[config.mk]
export PLATFORM = sky130hd
export DESIGN_NAME = divider_4bit_seq_flat
export DESIGN_NICKNAME = d
export VERILOG_FILES = /design/src/rtl/divider_4bit_seq_pkg.sv /design/src/rtl/divider_4bit_seq_if.sv /design/src/rtl/add_sub.sv /design/src/rtl/divider_4bit_seq_trial_sub.sv /design/src/rtl/divider_4bit_seq.sv /design/src/flat_wrapper.sv
export SDC_FILE = /design/constraint.sdc
export NUM_CORES = 1
export LEC_CHECK = 0
export CORE_UTILIZATION = 30
export DETAILED_ROUTE_END_ITERATION = 8
export PLACE_DENSITY_LB_ADDON = 0.3
export REMOVE_ABC_BUFFERS = 1
export SLEW_MARGIN = 20
export SYNTH_ARGS = -nofsm -noshare
export SYNTH_HDL_FRONTEND = slang
export SYNTH_HIERARCHICAL = 1
export SYNTH_SLANG_ARGS = --single-unit
[constraint.sdc]
create_clock -name clk -period 3.6 [get_ports clk]
set_input_delay 0.54 -clock clk [delete_from_list [all_inputs] [get_ports clk]]
set_output_delay 0.54 -clock clk [all_outputs]
set_load 0.005 [all_outputs]
[src/rtl/divider_4bit_seq_pkg.sv]
// rtl/divider_4bit_seq_pkg.sv - shared constants and state encoding for the 4-bit sequential divider
package divider_4bit_seq_pkg;

  localparam int WIDTH = 4;
  localparam logic [WIDTH-1:0] DIV0_QUOTIENT = 4'hF;

  typedef enum logic [1:0] {
    IDLE = 2'd0,
    CALC = 2'd1,
    DONE = 2'd2
  } state_t;

endpackage

[src/rtl/divider_4bit_seq_if.sv]
// rtl/divider_4bit_seq_if.sv - start/busy/done handshake and operand/result bundle of the divider
interface divider_4bit_seq_if;
  import divider_4bit_seq_pkg::*;

  logic             start;
  logic [WIDTH-1:0] A;
  logic [WIDTH-1:0] B;
  logic [WIDTH-1:0] Q;
  logic [WIDTH-1:0] R;
  logic             busy;
  logic             done;
  logic             div_by_zero;

  modport master (
    output start, A, B,
    input  Q, R, busy, done, div_by_zero
  );

  modport slave (
    input  start, A, B,
    output Q, R, busy, done, div_by_zero
  );

endinterface

[src/rtl/add_sub.sv]
// rtl/add_sub.sv - one-bit ripple adder/subtractor cell; sel=1 inverts b for subtraction
module add_sub (
  input  logic a,
  input  logic b,
  input  logic sel,
  input  logic cin,
  output logic s,
  output logic cout
);

  logic bx;

  assign bx   = b ^ sel;
  assign s    = a ^ bx ^ cin;
  assign cout = (a & bx) | (a & cin) | (bx & cin);

endmodule

[src/rtl/divider_4bit_seq_trial_sub.sv]
// rtl/divider_4bit_seq_trial_sub.sv - 5-bit trial subtractor built from a ripple chain of add_sub cells
module trial_sub_5bit
  import divider_4bit_seq_pkg::*;
(
  input  logic [WIDTH:0] minuend,
  input  logic [WIDTH:0] subtrahend,
  output logic [WIDTH:0] diff,
  output logic           no_borrow
);

  logic [WIDTH+1:0] carry;

  // Two's-complement subtraction: the chain's carry-in supplies the +1.
  assign carry[0] = 1'b1;

  for (genvar i = 0; i <= WIDTH; i++) begin : g_cell
    add_sub u_cell (
      .a    (minuend[i]),
      .b    (subtrahend[i]),
      .sel  (1'b1),
      .cin  (carry[i]),
      .s    (diff[i]),
      .cout (carry[i+1])
    );
  end

  assign no_borrow = carry[WIDTH+1];

endmodule

[src/rtl/divider_4bit_seq.sv]
// rtl/divider_4bit_seq.sv - sequential 4-bit unsigned restoring divider, one quotient bit per clock
module divider_4bit_seq
  import divider_4bit_seq_pkg::*;
(
  input logic               clk,
  input logic               nrst,
  divider_4bit_seq_if.slave bus
);

  state_t           state;
  state_t           state_next;
  logic [WIDTH-1:0] dividend;
  logic [WIDTH-1:0] divisor;
  logic [WIDTH:0]   rem;
  logic [1:0]       step;
  logic [WIDTH-1:0] q_reg;
  logic [WIDTH-1:0] r_reg;
  logic             dbz_reg;
  logic             busy;
  logic             done;

  logic [WIDTH:0]   trial_in;
  logic [WIDTH:0]   trial_diff;
  logic [WIDTH:0]   rem_next;
  logic [WIDTH-1:0] dividend_next;
  logic             no_borrow;
  logic             unused_rem_msb;

  // Shifted partial remainder; the quotient grows in place at the dividend LSB.
  assign trial_in      = {rem[WIDTH-1:0], dividend[WIDTH-1]};
  assign rem_next      = no_borrow ? trial_diff : trial_in;
  assign dividend_next = {dividend[WIDTH-2:0], no_borrow};
  assign unused_rem_msb = rem[WIDTH];

  trial_sub_5bit u_trial (
    .minuend    (trial_in),
    .subtrahend ({1'b0, divisor}),
    .diff       (trial_diff),
    .no_borrow  (no_borrow)
  );

  always_ff @(posedge clk or negedge nrst) begin
    if (!nrst) begin
      state <= IDLE;
    end else begin
      state <= state_next;
    end
  end

  always_comb begin
    state_next = state;
    case (state)
      IDLE: begin
        if (bus.start) begin
          state_next = (bus.B == '0) ? DONE : CALC;
        end
      end
      CALC: begin
        if (step == 2'd3) begin
          state_next = DONE;
        end
      end
      DONE:    state_next = IDLE;
      default: state_next = IDLE;
    endcase
  end

  always_comb begin
    busy = 1'b0;
    done = 1'b0;
    case (state)
      CALC: busy = 1'b1;
      DONE: begin
        busy = 1'b1;
        done = 1'b1;
      end
      default: ;
    endcase
  end

  always_ff @(posedge clk or negedge nrst) begin
    if (!nrst) begin
      dividend <= '0;
      divisor  <= '0;
      rem      <= '0;
      step     <= '0;
      q_reg    <= '0;
      r_reg    <= '0;
      dbz_reg  <= 1'b0;
    end else begin
      case (state)
        IDLE: begin
          if (bus.start) begin
            if (bus.B == '0) begin
              q_reg   <= DIV0_QUOTIENT;
              r_reg   <= bus.A;
              dbz_reg <= 1'b1;
            end else begin
              dividend <= bus.A;
              divisor  <= bus.B;
              rem      <= '0;
              step     <= '0;
            end
          end
        end
        CALC: begin
          rem      <= rem_next;
          dividend <= dividend_next;
          step     <= step + 2'd1;
          // Final step publishes straight from the step logic so Q/R land on the same edge.
          if (step == 2'd3) begin
            q_reg   <= dividend_next;
            r_reg   <= rem_next[WIDTH-1:0];
            dbz_reg <= 1'b0;
          end
        end
        default: ;
      endcase
    end
  end

  assign bus.Q           = q_reg;
  assign bus.R           = r_reg;
  assign bus.div_by_zero = dbz_reg;
  assign bus.busy        = busy;
  assign bus.done        = done;

endmodule

[src/flat_wrapper.sv]
// flat-port wrapper written by rule: the top's interface ports become plain ports
module divider_4bit_seq_flat import divider_4bit_seq_pkg::*;
  (clk, nrst, bus_start, bus_A, bus_B, bus_Q, bus_R, bus_busy, bus_done, bus_div_by_zero);
  divider_4bit_seq_if bus_i ();
  input logic clk;
  input logic nrst;
  input wire logic [$bits(bus_i.start)-1:0] bus_start;
  input wire logic [$bits(bus_i.A)-1:0] bus_A;
  input wire logic [$bits(bus_i.B)-1:0] bus_B;
  output wire logic [$bits(bus_i.Q)-1:0] bus_Q;
  output wire logic [$bits(bus_i.R)-1:0] bus_R;
  output wire logic [$bits(bus_i.busy)-1:0] bus_busy;
  output wire logic [$bits(bus_i.done)-1:0] bus_done;
  output wire logic [$bits(bus_i.div_by_zero)-1:0] bus_div_by_zero;
  assign bus_i.start = bus_start;
  assign bus_i.A = bus_A;
  assign bus_i.B = bus_B;
  assign bus_Q = bus_i.Q;
  assign bus_R = bus_i.R;
  assign bus_busy = bus_i.busy;
  assign bus_done = bus_i.done;
  assign bus_div_by_zero = bus_i.div_by_zero;
  divider_4bit_seq u_core (.clk(clk), .nrst(nrst), .bus(bus_i));
endmodule
==> results of run 1 <==
layout by cell type, fill, tap and decap left out, types with 3 or more instances in the layout:
cell / count
buf_4: 7
a31oi_1: 3
mux2_2: 8
o221a_2: 3
clkbuf_8: 3
dfrtp_1: 25
o2bb2ai_1: 4
a21oi_1: 4
xnor2_1: 4
nor2_1: 6
mux2_4: 4
nand2b_1: 3
ha_1: 4
inv_2: 8
nor3_1: 3
fa_2: 5
conb_1: 7
clkdlybuf4s50_1: 20
inv_1: 17
routing by layer:
| layer | vias up | track usage [%] | share of wire (%) |
|---|---|---|---|
| met3 | 4 | 2.14 | 2.3 |
| met1 | 487 | 16.5 | 47 |
| met2 | 14 | 21.3 | 50 |
| met5 | - | 0 | 0 |
| li1 | 496 | - | - |
| met4 | 0 | 5.33 | 1.5 |
flip-flops by register name (all words and copies together), names as in the netlist:
signal,flops
u_core/bus.Q,4
u_core/bus.R,4
u_core/bus.div_by_zero,1
u_core/dividend,4
u_core/divisor,4
u_core/rem,4
u_core/state,2
u_core/step,2
area by class of cell:
type	instances	area, sq um	area share [%]
clock buffer	4	45.0	2.40
tap	52	65.1	3.46
sequential	25	626	33.3
inverter	26	103	5.46
multi-input combinational	80	782	41.6
timing repair buffer	28	258	13.7
repair_timing:
item,CTS,global route
resized for setup,11,17
hold buffers,0,0
pin swaps,4,1
hold endpoints to repair,0,0
endpoints found under the setup margin,7,4
buffers inserted,3,0
worst max-delay path, stage by stage (launching register included):
cell      delay (ns)
dfrtp_1         0.42
xnor2_2         0.15
fa_2            0.33
inv_2           0.06
inv_2           0.03
fa_2            0.37
inv_2           0.06
inv_2           0.03
fa_2            0.34
inv_2           0.06
inv_2           0.03
fa_2            0.34
inv_2           0.06
inv_2           0.03
fa_2            0.35
clkinv_4        0.11
mux2i_2         0.26
a21oi_1         0.09
mux2_4          0.28
path summary, 6_finish.rpt:
check                                  endpoint  slack (ns)               from  depth (start not counted)
worst max register to register  u_core/bus.R[2]        0.09  u_core/divisor[0]                         18
worst max-delay path            u_core/bus.R[2]        0.09  u_core/divisor[0]                         18
worst min-delay path             u_core/step[0]        0.25               nrst                          1
min in group clk                  u_core/rem[3]        0.50      u_core/rem[3]                          1
max in group asynchronous         u_core/rem[3]        2.97               nrst                          1
worst min register to register    u_core/rem[3]        0.50      u_core/rem[3]                          1
through the flow:
step	instances	utilization, %	power [mW]	hold slack, ns
finish	215	42.0	1.52	0.251
global route	215	42.0	1.65	0.293
CTS	215	40.9	1.46	0.269
detailed placement	208	38.8	1.22	0.478
global placement	208	38.9	1.21	0.478
floorplan	131	-	0.931	0.244
power by group:
| part | internal, mW | leakage, nW | switching (mW) |
|---|---|---|---|
| Clock | 0.0792 | 0.0228 | 0.0879 |
| Combinational | 0.466 | 0.515 | 0.403 |
| Sequential | 0.400 | 0.296 | 0.0825 |
| Total | 0.945 | 0.833 | 0.573 |
==> out/metrics.csv, run 1 <==
stage,metric,value,unit
run_status,status,"finished, final reports clean",
cts,cts_sinks,25,
routing,wl_per_cell,13.6,um
floorplan,die_area,0.00505,sq mm
timing,period_needed,3.51,ns
floorplan,start_util,32.0,%
layout,final_area,0.00188,sq mm
placed_design,io_buffers,21,
grt,grt_usage,12.8,%
floorplan,die_y,71.0,um
critical_path,setup.worst_path.start_class,flip-flop,
routing,first_iter_violations,32,
timing,slew_headroom,46.9,%
timing,finalSetupViolations,0,
placed_design,place.gp.congestion,0.806,
layout,diodes,0,
placed_design,place_area,0.00173,sq mm
routing,firstDrtPassIters,4,
timing,rsz0062_at_grt,yes,
power_and_ir_drop,p_leak,0.833,nW
grt,grt_remaining_overflow,0,
timing,hold_violations,0,
yosys,synth_area,0.00143,sq mm
floorplan,die_width,71.0,um
cts,cts_tree,built,
timing,worstMarginPinSlew,0.794,ns
power_and_ir_drop,peakVddDrop,0.281,mV
placed_design,hpwl,2.18,mm
layout,nNetsFinal,184,
timing,clock_skew,0.00656,ns
critical_path,crit_path_end_kind,flip-flop,
grt,grt_pass1_wl,5.06,mm
routing,drc,0,
routing,routed-via-count,1001,
timing,fmax,285,MHz
grt,grt_pass1_vias,1039,
cts,cts_buffer_depth,2,
cts,clk_latency,0.27,ns
floorplan,rows,24,
routing,viasPerCell,4.66,
floorplan,core,0.00447,sq mm
critical_path,worstPathMaxFanout,6,
layout,drive_above_1_share,29.4,%
timing,setup-tns-final,0,ns
power_and_ir_drop,pwr_density_cell,808,mW/mm^2
yosys,postSynthAreaPerCell,11.0,sq um
placed_design,dp_slack,-0.297,ns
cts,cts_root_buffer,clkbuf_8,
yosys,synthCells,130,
flow_run,maxCapViolCount,0,
critical_path,cp.arrival,3.67,ns
grt,grt_antenna_before_repair,0,
cts,cts_buffers,3,
grt,grt_max_degree,26,
critical_path,critical_path_class,reg -> reg,
timing,fin_ws,0.0877,ns
timing,post-route-period-util,97.6,%
critical_path,required,3.76,ns
floorplan,ioPinCount,22,
cts,clkTransAtPathRegs,0.09,ns
routing,ant_nets,0,
hold_path,min_path_type,in -> async,
timing,slew_violations,0,
yosys,ys_warn_count,6,
routing,totalWireLength,2.93,mm
layout,fillers,424,
layout,syn2layout_area_growth,31.3,%
cts,htree_levels,1,
(Power assumes the default switching activity.)
==> run 2: changes to the inputs <==
PLACE_DENSITY_LB_ADDON = 0.15   (was 0.3)
==> run 2 against run 1 <==
Net effect:
- sequential share of layout area decreased by 0.44 points
- flip-flop and latch count unchanged
- first-iteration DRC count decreased by 31%
- design area increased by 1.3%
- core utilization increased by 0.56 points
- non-clock buffer count increased by 1
- global-route usage about the same
- register-to-register slack about the same
- die area unchanged
- routed wire length increased by 3.4%
- power increased by 1.9%
- critical endpoint is now u_core/bus.R[0]
- largest power group unchanged
==> out/metrics.csv, run 2 (synthesis gave the netlist of run 1 again) <==
stage,metric,value,unit
timing,post-route-period-util,97.9,%
floorplan,die_y,71.0,um
layout,nNetsFinal,185,
power_and_ir_drop,p_comb_share,58.3,%
layout,utilization,42.5,%
cts,cts_buffers,3,
grt,grt_antenna_before_repair,0,
timing,fin_ws,0.0758,ns
power_and_ir_drop,p_switching,0.586,mW
cts,cts_sinks,25,
routing,viasPerCell,4.75,
placed_design,place.gp.congestion,0.740,
placed_design,dp_slack,-0.309,ns
floorplan,ioPinCount,22,
cts,cts_root_buffer,clkbuf_8,
cts,cts_tree,built,
grt,grt_pass1_wl,5.03,mm
power_and_ir_drop,internal_power,0.961,mW
routing,totalWireLength,3.03,mm
placed_design,io_buffers,21,
critical_path,reg2reg_depth,18,
routing,met3_length,69,um
hold_path,min_path_cells,1,
power_and_ir_drop,power_frac_seq,31.0,%
flow_run,maxCapViolCount,0,
layout,fillers,427,
routing,top_layer_used,met4,
timing,slew_headroom,44.0,%
timing,fmax,284,MHz
placed_design,hpwl,2.17,mm
critical_path,crit_path_end_kind,flip-flop,
floorplan,start_util,32.0,%
run_status,status,"finished, final reports clean",
power_and_ir_drop,p_leak,0.836,nW
grt,grt_max_degree,26,
routing,drc,0,
layout,final_common_cell,dfrtp_1,
power_and_ir_drop,peakVddDrop,0.242,mV
cts,cts_buffer_depth,2,
layout,final_area,0.00190,sq mm
floorplan,die_width,71.0,um
layout,diodes,0,
timing,slew_violations,0,
critical_path,setup.worst_path.start_class,flip-flop,
routing,ant_nets,0,
timing,hold_violations,0,
critical_path,cp.arrival,3.68,ns
layout,drive_above_1_share,29.9,%
routing,m1WireLength,1.46,mm
timing,clock_skew,0.00193,ns
floorplan,core,0.00447,sq mm
cts,ctsHoldBuffers,0,
cts,clkTransAtPathRegs,0.09,ns
power_and_ir_drop,p_sw_share,37.9,%
cts,clk_latency,0.26,ns
layout,mostFrequentLayoutCells,"dfrtp_1 (25), clkdlybuf4s50_1 (21), inv_1 (17)",
floorplan,die_area,0.00505,sq mm
routing,first_iter_violations,22,
routing,wl_per_cell,14.0,um
grt,grt_usage,12.8,%
grt,grt_pass1_vias,1032,
timing,rsz0062_at_grt,yes,
critical_path,required,3.76,ns
power_and_ir_drop,pwr_density_cell,813,mW/mm^2
hold_path,min_path_type,reg -> reg,
cts,htree_levels,1,
layout,layoutNonFillerInstCount,216,
routing,firstDrtPassIters,4,
placed_design,dp_cells,207,
critical_path,critical_path_class,reg -> reg,
floorplan,rows,24,
layout,syn2layout_area_growth,33.1,%
power_and_ir_drop,power,1.55,mW
timing,period_needed,3.52,ns
timing,worstMarginPinSlew,0.837,ns
grt,grt_remaining_overflow,0,
critical_path,worstPathMaxFanout,5,
power_and_ir_drop,power.share.clock,10.7,%
routing,wl_met2,1.49,mm
placed_design,place_area,0.00173,sq mm
routing,routed-via-count,1025,
timing,finalSetupViolations,0,
## run 2: worst paths after layout
kind | to | startpoint | slack [ns]
worst min register to register | u_core/rem[3] | u_core/rem[3] | 0.50
worst max-delay path | u_core/bus.R[0] | u_core/divisor[0] | 0.08
max in group asynchronous | u_core/rem[1] | nrst | 2.73
worst max register to register | u_core/bus.R[0] | u_core/divisor[0] | 0.08
min in group asynchronous | u_core/bus.R[0] | nrst | 0.63
worst min-delay path | u_core/rem[3] | u_core/rem[3] | 0.50
## run 2: critical path: stages (launching register included)
cell,delay [ns]
dfrtp_1,0.41
xnor2_2,0.15
fa_2,0.36
inv_2,0.06
inv_2,0.03
fa_2,0.35
inv_2,0.06
inv_2,0.03
fa_2,0.34
inv_2,0.06
inv_2,0.03
fa_2,0.35
inv_2,0.06
inv_2,0.03
fa_2,0.37
clkinv_4,0.11
mux2i_4,0.26
a21oi_2,0.08
mux2_4,0.28
## run 2: power by group through the flow
stage               registers [mW]  clock network [mW]  logic, mW
floorplan                    0.469                   0      0.462
global placement             0.476                   0      0.722
detailed placement           0.479                   0      0.735
CTS                          0.476               0.175      0.818
global route                 0.493               0.185       1.01
finish                       0.479               0.166      0.902
## run 2: timing repair
action,4_1_cts,5_1_grt
pin swaps,6,6
endpoints found under the setup margin,5,5
gates resized for setup,15,16
buffers inserted,2,3
## run 2: final cells by class
| cell class | count | area (sq um) | area share, % |
|---|---|---|---|
| Sequential cell | 25 | 626 | 32.9 |
| Multi-Input combinational cell | 80 | 795 | 41.7 |
| Clock buffer | 4 | 45.0 | 2.37 |
| Tap cell | 52 | 65.1 | 3.42 |
| Inverter | 26 | 103 | 5.39 |
| Timing Repair Buffer | 29 | 270 | 14.2 |
## run 2: per-stage QoR
| stage | hold slack (ns) | setup TNS [ns] |
|---|---|---|
| CTS | 0.504 | 0 |
| floorplan | 0.244 | 0 |
| global placement | 0.478 | -0.707 |
| global route | 0.529 | -0.288 |
| detailed placement | 0.480 | -0.994 |
| finish | 0.496 | 0 |
## run 2: metal layers
metal	vias to the layer above	track usage, %
met5	-	0
met4	0	4.00
met3	2	2.28
met2	12	20.1
met1	514	17.9
li1	497	-
==> run 3: changes to the inputs <==
SLEW_MARGIN = 25   (was 20)
==> results of run 3 <==
Same layout as run 2: the final DEF is identical, and so are final timing and power.
